### src/rtl/alu_muldiv_seq.sv
// Multi-cycle MUL/DIVU/REMU sequencer that borrows the EX-stage ALU.
// Shift-add multiply and restoring divide, each step issued as an ALU ADD/SUB/SLT.
module alu_muldiv_seq #(
  parameter int WIDTH     = 32,
  parameter bit DIV0_FAST = 1'b1
) (
  input  logic             clk,
  input  logic             rst,
  input  logic             start,
  input  logic [1:0]       op,
  input  logic [WIDTH-1:0] rs1,
  input  logic [WIDTH-1:0] rs2,
  input  logic             kill,
  input  logic [WIDTH-1:0] pipe_in1,
  input  logic [WIDTH-1:0] pipe_in2,
  input  logic [3:0]       pipe_ctrl,
  output logic [WIDTH-1:0] alu_in1,
  output logic [WIDTH-1:0] alu_in2,
  output logic [3:0]       alu_ctrl,
  input  logic [WIDTH-1:0] alu_out,
  output logic             stall,
  output logic             busy,
  output logic             done,
  output logic [WIDTH-1:0] result
);

  localparam logic [3:0] CTRL_ADD = 4'h0;
  localparam logic [3:0] CTRL_SUB = 4'h1;
  localparam logic [3:0] CTRL_SLT = 4'h9;

  localparam logic [1:0] OP_DIVU = 2'd2;
  localparam logic [1:0] OP_REMU = 2'd3;

  typedef enum logic [2:0] {
    S_IDLE,
    S_MUL_STEP,
    S_DIV_CMP,
    S_DIV_SUB,
    S_DONE
  } state_e;

  state_e           state_q, state_d;
  logic [4:0]       count_q, count_d;
  logic [1:0]       op_q, op_d;
  logic [WIDTH-1:0] acc_q, acc_d;
  logic [WIDTH-1:0] mcand_q, mcand_d;
  logic [WIDTH-1:0] mplier_q, mplier_d;
  logic [WIDTH-1:0] rem_q, rem_d;
  logic [WIDTH-1:0] dvd_q, dvd_d;
  logic [WIDTH-1:0] dsr_q, dsr_d;
  logic [WIDTH-1:0] quo_q, quo_d;
  logic             lt_q, lt_d;
  logic             done_q, done_d;
  logic [WIDTH-1:0] result_q, result_d;

  logic [WIDTH-1:0] cand;

  // Partial remainder with the next dividend bit shifted in.
  assign cand = {rem_q[WIDTH-2:0], dvd_q[WIDTH-1]};

  always_comb begin
    // NOTE: every _d gets a default here so no path leaves a latch behind.
    state_d  = state_q;
    count_d  = count_q;
    op_d     = op_q;
    acc_d    = acc_q;
    mcand_d  = mcand_q;
    mplier_d = mplier_q;
    rem_d    = rem_q;
    dvd_d    = dvd_q;
    dsr_d    = dsr_q;
    quo_d    = quo_q;
    lt_d     = lt_q;
    done_d   = 1'b0;
    result_d = result_q;

    case (state_q)
      S_IDLE: begin
        if (start && !kill) begin
          op_d    = op;
          count_d = '0;
          if (op[1]) begin
            rem_d   = '0;
            dvd_d   = rs1;
            dsr_d   = rs2;
            quo_d   = '0;
            state_d = S_DIV_CMP;
            if (DIV0_FAST && (rs2 == '0)) begin
              quo_d   = '1;
              rem_d   = rs1;
              state_d = S_DONE;
            end
          end else begin
            acc_d    = '0;
            mcand_d  = rs1;
            mplier_d = rs2;
            state_d  = S_MUL_STEP;
          end
        end
      end
      S_MUL_STEP: begin
        acc_d    = alu_out;
        mcand_d  = mcand_q << 1;
        mplier_d = mplier_q >> 1;
        count_d  = count_q + 5'd1;
        if (count_q == 5'd31) state_d = S_DONE;
      end
      S_DIV_CMP: begin
        // A set top bit means cand overflowed 32 bits, so it cannot be below dsr.
        lt_d    = rem_q[WIDTH-1] ? 1'b0 : alu_out[0];
        rem_d   = cand;
        dvd_d   = dvd_q << 1;
        state_d = S_DIV_SUB;
      end
      S_DIV_SUB: begin
        if (!lt_q) rem_d = alu_out;
        quo_d   = {quo_q[WIDTH-2:0], ~lt_q};
        count_d = count_q + 5'd1;
        state_d = (count_q == 5'd31) ? S_DONE : S_DIV_CMP;
      end
      S_DONE: begin
        state_d = S_IDLE;
      end
      default: begin
        state_d = S_IDLE;
      end
    endcase

    // Result and done are registered on entry to DONE so both are glitch-free.
    if ((state_d == S_DONE) && (state_q != S_DONE)) begin
      done_d = 1'b1;
      case (op_d)
        OP_DIVU: result_d = quo_d;
        OP_REMU: result_d = rem_d;
        default: result_d = acc_d;
      endcase
    end

    if (kill) begin
      state_d  = S_IDLE;
      done_d   = 1'b0;
      result_d = result_q;
    end
  end

  always_ff @(posedge clk) begin
    // NOTE: all state uses non-blocking assignment so every flop samples pre-edge values.
    if (rst) begin
      // NOTE: there is no memory here, so clearing every register on reset is cheap and keeps state fully defined.
      state_q  <= S_IDLE;
      count_q  <= '0;
      op_q     <= '0;
      acc_q    <= '0;
      mcand_q  <= '0;
      mplier_q <= '0;
      rem_q    <= '0;
      dvd_q    <= '0;
      dsr_q    <= '0;
      quo_q    <= '0;
      lt_q     <= 1'b0;
      done_q   <= 1'b0;
      result_q <= '0;
    end else begin
      state_q  <= state_d;
      count_q  <= count_d;
      op_q     <= op_d;
      acc_q    <= acc_d;
      mcand_q  <= mcand_d;
      mplier_q <= mplier_d;
      rem_q    <= rem_d;
      dvd_q    <= dvd_d;
      dsr_q    <= dsr_d;
      quo_q    <= quo_d;
      lt_q     <= lt_d;
      done_q   <= done_d;
      result_q <= result_d;
    end
  end

  // ALU input arbiter: the pipeline owns the ALU except while a step is in flight.
  always_comb begin
    alu_in1  = pipe_in1;
    alu_in2  = pipe_in2;
    alu_ctrl = pipe_ctrl;
    case (state_q)
      S_MUL_STEP: begin
        alu_ctrl = CTRL_ADD;
        alu_in1  = acc_q;
        alu_in2  = mplier_q[0] ? mcand_q : '0;
      end
      S_DIV_CMP: begin
        alu_ctrl = CTRL_SLT;
        alu_in1  = cand;
        alu_in2  = dsr_q;
      end
      S_DIV_SUB: begin
        alu_ctrl = CTRL_SUB;
        alu_in1  = rem_q;
        alu_in2  = dsr_q;
      end
      default: ;
    endcase
  end

  assign busy   = (state_q == S_MUL_STEP) || (state_q == S_DIV_CMP) || (state_q == S_DIV_SUB);
  assign stall  = busy || ((state_q == S_IDLE) && start && !kill);
  assign done   = done_q;
  assign result = result_q;

endmodule
### config.mk
export PLATFORM = sky130hd
export DESIGN_NAME = alu_muldiv_seq
export DESIGN_NICKNAME = d
export VERILOG_FILES = /design/src/rtl/alu_muldiv_seq.sv
export SDC_FILE = /design/constraint.sdc
export NUM_CORES = 1
export LEC_CHECK = 0
export ABC_AREA = 0
export CAP_MARGIN = 15
export CORE_ASPECT_RATIO = 1.4
export CORE_MARGIN = 4
export CORE_UTILIZATION = 52
export DETAILED_ROUTE_END_ITERATION = 12
export GPL_TIMING_DRIVEN = 0
export PLACE_DENSITY = 0.81
export SYNTH_ARGS = -nofsm -noshare
export SYNTH_HDL_FRONTEND = slang
export SYNTH_SLANG_ARGS = --single-unit
export TNS_END_PERCENT = 1
### constraint.sdc
create_clock -name clk -period 2.7 [get_ports clk]
set_input_delay 0.54 -clock clk [delete_from_list [all_inputs] [get_ports clk]]
set_output_delay 0.54 -clock clk [all_outputs]
set_load 0.005 [all_outputs]
# Word-level counts from Yosys, hierarchy flattened
# Index checks and enable logic that the tools add are counted.
# W data, S select, Z words.
# op_classes
n_addsub,1
n_mul,0
n_div,0
n_lt_le_gt_ge,0
eq_ne,11
shifts,0
n_mux,38
bitwise,2
reduce_logical,21
# op_table
cell,n
$mux W32,16
$pmux W32 S2,7
$pmux W32 S3,2
$logic_not A32 Y1,1
$mux W3,5
$pmux W3 S4,1
$pmux W4 S3,1
$pmux W5 S2,1
$reduce_and A3 Y1,3
$eq A3 B2 Y1 const B,2
$ne A2 B2 Y1 const B,3
$reduce_bool A2 Y1,3
$reduce_or A2 Y1,3
$add A5 B1 Y5 const B,1
$eq A5 B5 Y1 const B,1
$mux W5,1
$eq A2 B2 Y1 const B,2
$logic_and A1 B1 Y1,4
$mux W2,2
$reduce_and A2 Y1,2
$eq A3 B1 Y1 const B,1
$eq A3 B3 Y1 const B,1
$logic_not A3 Y1,1
$logic_or A1 B1 Y1,3
4 further kinds,6
# word_totals
ff_bits,268
latchBits,0
mem_bits_rw,0
mem_bits_ro,0
input_bits,170
output_inout_bits,103
elab_cells,86
memories,0

# Logic depth before layout (Yosys ltp)
# Gate-level depths: netlist (run 1).
# logic_depth
ltp_word,8
ltp_mapped,10
depth_no_buf,9

# Worst setup path before layout (run 1)
# Ideal clock, no wire load.
# synth_timing
kind,flip-flop to output port
start,register state_q[0]
end,output alu_in1[17]
arrival_ns,1.874
required_ns,2.160
path_slack_ns,0.286
stages_incl_launch_ff,8
n_path_buf,5
path_cell_list,dfxtp_1 -> buf_2 -> buf_2 -> buf_2 -> clkbuf_1 -> clkbuf_1 -> a21oi_1 -> a222oi_1
# synth_via
elab_chain_len,2
elab_cells_between_ends,4
cone_classes,3 x eq/ne; 1 x mux
# synth_rtl
element,line,source
from (decl),42,"state_e state_q, state_d;"
from (signal assigned),164,state_q <= state_d;
$eq A3 B2 Y1 / $eq A3 B1 Y1 (equally long branches),185,case (state_q)
$pmux W32 S3 *,185,
to (decl),17,"output logic [WIDTH-1:0] alu_in1,"
# Every way passes the cells marked *; elsewhere a longest branch is shown, timed or not.

# Final worst setup path (run 1)
# layout_timing
start,register state_q[2]
end,output alu_in1[29]
# The elaborated chain is that of the path after synthesis.

==> results.md, run 1 <==
- The flow ran to the end, but the final reports show violations.
- The final reports fail on setup timing.
- Setup repair after global routing could not meet its margin everywhere.
- The share of Yosys cell area claimed by the top area cell type is 0.3896.
- Static timing analysis puts the maximum clock frequency at 344.1 MHz.
- The fraction of final layout cells sized beyond drive strength 1 is 0.1386.
- The routed layout has 17150 vias.
- The sequential cells in the finished layout cover a total of 5375 um2.
- For the worst setup path, the data required time is 2.16 ns.
- The area enclosed by the die boundary is 29180 um2.
- The share of total power dissipated in sequential elements is 0.427.
- The library cells used most frequently in the layout, excluding fill and tap cells, are nand2_1, a21oi_1, dfxtp_1.
- The number of max-slew violations in the final report was 0.
- For this design the total switching power over the nets is 2.538 mW.
- The relative max-transition margin is 0.4520.
- The CTS H-tree depth is 1.
- The I/O pin count is 273.
- The number of distinct library cells after synthesis is 45.
- The initial antenna violation count is 2.
- The number of hold violations in the final report came to 0.
- Of the total power, the share spent switching nets is 0.2630.
- The overall power of the completed layout is 9.652 mW.
- In this run the standard cell core region covers 26100 um2.
- The worst setup path is captured at an output pin.
- The mapped netlist covers 13770 um2.
- In this run the power density over the cells is 502.5 nW/um2.
- The biggest area contributor in the post-synthesis netlist is dfxtp_1.
- The post-synthesis sequential area ratio is 0.3896.
- The flip-flop and latch count after synthesis is 268.
- The max-cap check violation count is 0.
- The row count is 70.
- The final sum of negative setup slack is -2.132 ns.
- Wire segments on met3 add up to 6082 um in the final route.
- The first-pass GRT wire length is 90460 um.
- After clock tree synthesis, the clock-pin slew on the worst setup and hold paths is 0.07 ns.
- The worst hold margin is 0.2987 ns.
- The internal power of the cells totals 7.114 mW.
- The die width is 145.5 um.
- STA puts the critical path data arrival time at 2.37 ns.
- The net count of the finished layout is 2411.
- After filler insertion, the fill cell instance count of the layout stands at 1987.
- The Yosys step of the flow raised 0 warnings.
- The number of search-and-repair iterations in the first detailed-routing pass is 9.
- For this run the aggregate overflow at the end of global routing stands at 0.
- The number of nets with antenna violations after routing is 0.
- The count of flip-flops with a built-in enable after synthesis is 0.
- Clock skew on the completed layout was measured at 0.02568 ns.
- Using the TritonRoute via totals, the vias-per-cell ratio works out to 6.635.
- On the worst path, the slowest cell contributes a delay of 0.57 ns.
- The portion of total power attributed to the clock network is 0.432.
- The maximum buffer depth of the clock tree is 3.
- The multi-input combinational cells in the finished layout cover a total of 8207 um2.
- In this run the worst path has a maximum fanout of 9.
- The largest voltage drop on the vdd net is 0.0005553 V.
- The count of input and output buffers is 272.
- The final core utilization is 0.7359.
- The analysis attributes to cell leakage a power of 6.927 nW.
- The number of buffers and inverters on the critical path is 5.
- The total global routing track utilization is 0.3831.
- The tree is rooted in a clkbuf_16.
- The highest layer used for signal routing is met5.
- The final setup violation count is 52.
- The smallest clock period supported by the final layout is computed as 2.906 ns.
- The residual DRC count is 0.
- The first-iteration detailed-routing DRC count is 2097.
- The detailed-routing wirelength on met1 is 20440 um.
- The fraction of power consumed by combinational cells is 0.141.
- The number of nets in the synthesized netlist is 2083.
- The cell area reported after detailed placement is 16900 um2.
- Counting stages on the worst path, the most repeated cell is clkbuf_16.
- The post-synthesis async set-or-reset flop share is 0.
- At the placement stage, the worst setup path has a slack of -1.400 ns.
- The final non-filler cell total is 2584.
- With fillers left out, the area of the finished cells amounts to 19210 um2.
- The cell class contributing the biggest share of worst-path delay is buffers and inverters.
- The area added between synthesis and finish is 39.48%.
- Leaving out fill and tap cells, the most frequent cell in the layout is nand2_1.
- The number of sinks on the clock net is 268.
- The kind of critical path is reg2out.
- The signal on the critical path passes through buf_8 > clkbuf_16 > clkbuf_16 > clkbuf_16 > a222oi_1 > buf_2.
- The tightest min-delay check is of the in2reg type.
- The detailed-placement wirelength estimate is 43250 um.
- The pin count of the biggest net entering global routing is 16.
- TritonCTS built the clock tree.
- For this design, the slowest cell found on the critical path is a222oi_1.
- The total wire length after detailed routing is 60110 um.
- The routability-driven placement congestion ratio is 1.009.
- The count of mapped cells out of synthesis is 1911.
- Each instance of the synthesized netlist takes up on average 7.205 um2.
- The number of CTS-inserted buffers is 26.
- The number of instances in the placed design is 2507.
- The number of global-route vias before repair came to 16930.
- At the later pin of the worst-skew pair, clock insertion delay measures 0.57 ns.
- The initial core utilization is 0.5276.
- In the detailed route, the total length drawn on met2 is 28360 um.
- In the synthesized netlist the dominant register cell turns out to be dfxtp_1.
- The final cycle utilization of the critical path is 1.076.
- The final worst setup slack is -0.2063 ns.
- The startpoint kind of the worst setup timing path is a register.
- From bottom edge to top edge, the die measures 200.5 um.
- At the pin with the least slew margin, the transition time is 0.8220 ns.
- After detailed routing, the average wire length per cell comes to 23.26 um.
- Sorting the synthesized cells by area gives the leading types as dfxtp_1, a21oi_1, nand2_1.
[what timing repair did]
action	CTS	global route
gates cloned	2	2
hold buffers	0	0
gates resized for setup	444	127
endpoints found under the setup margin	154	159
endpoints found under the hold margin	0	0
pin swaps	33	11
buffers inserted	9	19
[routing by layer]
metal  global-route usage  up-vias
met2               0.6530     1259
met4               0.2811        2
met5                    0        -
met1               0.4194     7941
li1                     -     7557
met3              0.08062      387
[worst register-to-register path, stage by stage, from the launching register on]
cell and delay (ns):
dfxtp_2 0.33, buf_4 0.14, nor3_2 0.32, nand2_1 0.45
clkbuf_2 0.49, nand3_1 0.23, nand3_1 0.18, a2111oi_4 0.40
nor3_1 0.09
[cells by family (layout without fill, tap and decap cells)]
logic type	Yosys count	count (layout)	share of synthesized area
and+or+nand+nor	805	805	0.2597
muxes	2	2	0.001454
AOI/OAI and AO/OA	621	621	0.2881
other	0	1	0
DFF	268	268	0.3896
adders and majority gates	2	2	0.001817
buffers and inverters	213	561	0.05925
[flip-flops by register name, summed over array words and instances (netlist names)]
register	cells
rem_q	32
result	32
acc_q	32
done	1
op_q	2
dvd_q	32
mcand_q	32
state_q	3
quo_q	32
lt_q	1
mplier_q	32
dsr_q	32
count_q	5
[power by group through the flow]
stage / Combinational (mW) / Sequential (mW) / Clock (mW)
after global routing: 1.43 / 4.13 / 4.29
after detailed placement: 1.29 / 4.21 / 0
final: 1.36 / 4.12 / 4.17
after global placement: 1.27 / 4.20 / 0
after floorplan: 0.558 / 4.19 / 0
after CTS: 1.30 / 4.12 / 4.13
[path summary, 6_finish.rpt]
check | startpoint | endpoint | slack [ns] | cells after the start
worst max-delay path | state_q[2]$_SDFF_PP0_ | alu_in1[29] | -0.21 | 6
worst min register to register | dsr_q[18]$_SDFFE_PP0P_ | dsr_q[18]$_SDFFE_PP0P_ | 0.46 | 2
worst max register to register | state_q[0]$_SDFF_PP0_ | result[27]$_SDFFE_PP0P_ | -0.09 | 8
worst min-delay path | rs2[18] | dsr_q[18]$_SDFFE_PP0P_ | 0.30 | 3
[Yosys cell counts, drive strengths merged (34+ instances only)]
master  instances
nor3           36
nand2         344
clkbuf        167
nand3          84
o21ai          40
a311oi         62
nand3b         34
a31oi          34
nand2b         38
a21oi         304
nor2          210
o22ai          49
dfxtp         268
[cell type report]
cell class / count / share of cell area
Inverter: 16 / 0.003192
Antenna cell: 1 / 0.0001303
Clock inverter: 14 / 0.01049
Buffer: 193 / 0.07199
Tap cell: 324 / 0.02111
Clock buffer: 34 / 0.03967
Timing Repair Buffer: 304 / 0.1463
Sequential cell: 268 / 0.2799
Multi-Input combinational cell: 1430 / 0.4273
Note: power is estimated with default switching activity, not from simulation.
==> run 2: changes to the inputs <==
--- a/config.mk
+++ b/config.mk
@@ -9,10 +9,10 @@
 export CAP_MARGIN = 15
 export CORE_ASPECT_RATIO = 1.4
 export CORE_MARGIN = 4
-export CORE_UTILIZATION = 52
+export CORE_UTILIZATION = 56
 export DETAILED_ROUTE_END_ITERATION = 12
 export GPL_TIMING_DRIVEN = 0
-export PLACE_DENSITY = 0.81
+export PLACE_DENSITY = 0.87
 export SYNTH_ARGS = -nofsm -noshare
 export SYNTH_HDL_FRONTEND = slang
 export SYNTH_SLANG_ARGS = --single-unit
==> constraint.sdc (replaced) <==
create_clock -name clk -period 3.4 [get_ports clk]
set_input_delay 0.68 -clock clk [delete_from_list [all_inputs] [get_ports clk]]
set_output_delay 0.68 -clock clk [all_outputs]
set_load 0.005 [all_outputs]
==> results.md, run 2 (synthesis results as in run 1) <==
- The most common library cell in the layout ignoring fill and taps is nand2_1.
- Setup repair after global routing could not meet its margin everywhere.
- The row count is 67.
- No sink is reached through more buffers than the 3 on the longest clock path.
- The number of hold violations in the final report is 0.
- During placement, the flow inserted port buffers numbering 272.
- Entering global routing, the biggest net connects 15 pins.
- In this run the tightest slew margin relative to its limit is 0.3655.
- The top cell types in the final layout, fill and taps aside, are nand2_1, a21oi_1, dfxtp_1.
- The area enclosed by the die boundary is 27200 um2.
- Data on the critical path is required at its endpoint by 2.72 ns.
- The routability-driven placement congestion ratio is 0.9862.
- The final layout contains 2381 nets.
- Summed over all cells, the static leakage comes to 6.348 nW.
- In this run, the number of DRC markers left after iteration 0 of detailed routing was 1755.
- The first detailed-routing pass took 9 iterations.
- The first global-routing pass estimated 87740 um of wire.
- The number of instances in the placed design is 2493.
- The core area is 24060 um2.
- The post-CTS repair timing setup buffer count is 0.
- The run finished, with violations left.
- The worst hold path belongs to the class reg2reg.
- The clock drives 268 sinks.
- The critical path is of the reg2out type.
- The die width is 140.5 um.
- The number of fillers in the final layout is 1910.
- Leaving out filler cells and counting taps, the final layout contains 2539.
- The average wire length per cell after detail routing is 22.59 um.
- The source-to-sink clock delay at the later pin of the worst-skew pair is 0.55 ns.
- The initial antenna violation count is 2.
- In this run the count of I/O pins placed on the die edge is 273.
- STA classifies the critical path startpoint as a register.
- After clock tree synthesis, the clock-pin slew on the worst setup and hold paths is 0.06 ns.
- The number of CTS-inserted buffers is 26.
- STA classifies the critical path endpoint as an output pin.
- For the worst setup path, the data arrival time is 2.96 ns.
- After detailed routing, the number of vias per cell comes to 6.583.
- Clock tree synthesis selected as its root buffer the cell clkbuf_16.
- The largest voltage drop on the vdd net is 0.0004310 V.
- The number of nets with antenna violations after routing is 0.
- Of the cells placed in the final design, the portion with a size suffix greater than 1 is 0.05476.
- The routed design could run at a clock period as short as 3.645 ns.
- Static timing analysis puts the maximum clock frequency at 274.4 MHz.
- The number of max-slew violations in the final report was 0.
- The total via count in the routed design is 16720.
- The max-cap check violation count is 0.
- The initial core utilization is 0.5723.
- The detailed-placement wirelength estimate is 43320 um.
- Of all nets on the critical path, the largest fanout is 10.
- The number of global-route vias before repair is 16760.
- The total wire length after detailed routing is 57360 um.
- Power spread over the standard cell area amounts to 421.7 nW/um2.
- In the routed design, unresolved DRC markers number 0.
- The aggregate global routing overflow is 0.
- The final reports fail on setup timing.
- The final setup violation count is 24.
- The CTS tree is done.
- The die height is 193.5 um.
- The total global routing track utilization is 0.3977.
- On the final layout, the worst clock skew is 0.01009 ns.
- From synthesis to final layout, the design area changed by 31.35%.
- Dividing the final minimum period by the clock period gives 1.072.
- After layout, the worst setup slack is -0.2445 ns.
- The final sum of negative setup slack is -1.351 ns.
- CTS built an H-tree with a depth of 1.
- The number of hold buffers added after CTS is 0.
- At the pin with the least slew margin, the transition time is 0.9518 ns.
==> run 2: cell count changes in the layout (fill, tap and decap cells not counted), sizes merged <==
| cell | previous run | this run |
|---|---|---|
| dlygate4sd2 | 25 | 9 |
| clkinv | 9 | 7 |
| dlymetal6s2s | 7 | 3 |
| bufinv | 5 | 6 |
| clkbuf | 207 | 193 |
| clkdlybuf4s15 | 18 | 0 |
| clkdlybuf4s50 | 185 | 260 |
| buf | 89 | 37 |
| clkinvlp | 1 | 0 |
==> run 2: through the flow <==
stage | util | total power [mW] | area, um2 | hold slack [ns] | worst slack, ns
2_1_floorplan | - | 3.769 | 13770 | 0.4360 | 0.8455
3_3_place_gp | 0.7016 | 4.348 | 16880 | 0.4423 | -0.8082
3_5_place_dp | 0.7016 | 4.362 | 16880 | 0.4487 | -0.7383
4_1_cts | 0.7476 | 7.572 | 17990 | 0.4574 | -0.2203
5_1_grt | 0.7517 | 7.805 | 18090 | 0.4757 | -0.2633
6_report | 0.7517 | 7.627 | 18090 | 0.4590 | -0.2445
==> run 2: repair_timing <==
action | CTS | global route
resized for setup | 86 | 51
pin swaps | 7 | 1
gates cloned | 0 | 0
setup endpoints to repair | 97 | 96
endpoints found under the hold margin | 0 | 0
==> run 2: path summary, 6_finish.rpt <==
path / from / endpoint / slack, ns / cells past startpoint
worst min-delay path: dvd_q[7]$_SDFFE_PP0P_ / dvd_q[7]$_SDFFE_PP0P_ / 0.46 / 2
worst max register to register: state_q[2]$_SDFF_PP0_ / result[27]$_SDFFE_PP0P_ / 0.38 / 8
worst min register to register: dvd_q[7]$_SDFFE_PP0P_ / dvd_q[7]$_SDFFE_PP0P_ / 0.46 / 2
worst max-delay path: state_q[2]$_SDFF_PP0_ / alu_in1[28] / -0.24 / 7
==> run 2: worst max-delay path, cell delays in order (launching register included) <==
cell and delay [ns]:
dfxtp_1 0.41, clkbuf_4 0.26, nand2b_2 0.22, clkbuf_8 0.24, clkbuf_4 0.24, a21oi_1 0.07
a222oi_1 0.38, clkdlybuf4s50_1 0.59
==> run 2: final cells by class <==
cell class | count | area, um2 | share of cell area
Timing Repair Buffer | 272 | 2719 | 0.1503
Antenna cell | 1 | 2.502 | 0.0001384
Clock buffer | 35 | 745.7 | 0.04123
Clock inverter | 12 | 210.2 | 0.01162
Inverter | 16 | 60.06 | 0.003321
Buffer | 195 | 933.4 | 0.05161
Tap cell | 310 | 387.9 | 0.02145
Multi-Input combinational cell | 1430 | 7657 | 0.4234
Sequential cell | 268 | 5370 | 0.2969
==> run 2: routing by layer <==
metal / track usage / wire (um)
met5: 0 / 0
met4: 0.2549 / 4018
met3: 0.07385 / 5638
met2: 0.6946 / 27920
met1: 0.4376 / 19780
==> run 2: power breakdown <==
part           switching (mW)  internal (mW)
sequential             0.0542           3.22
combinational           0.568          0.494
clock                    1.30           1.99
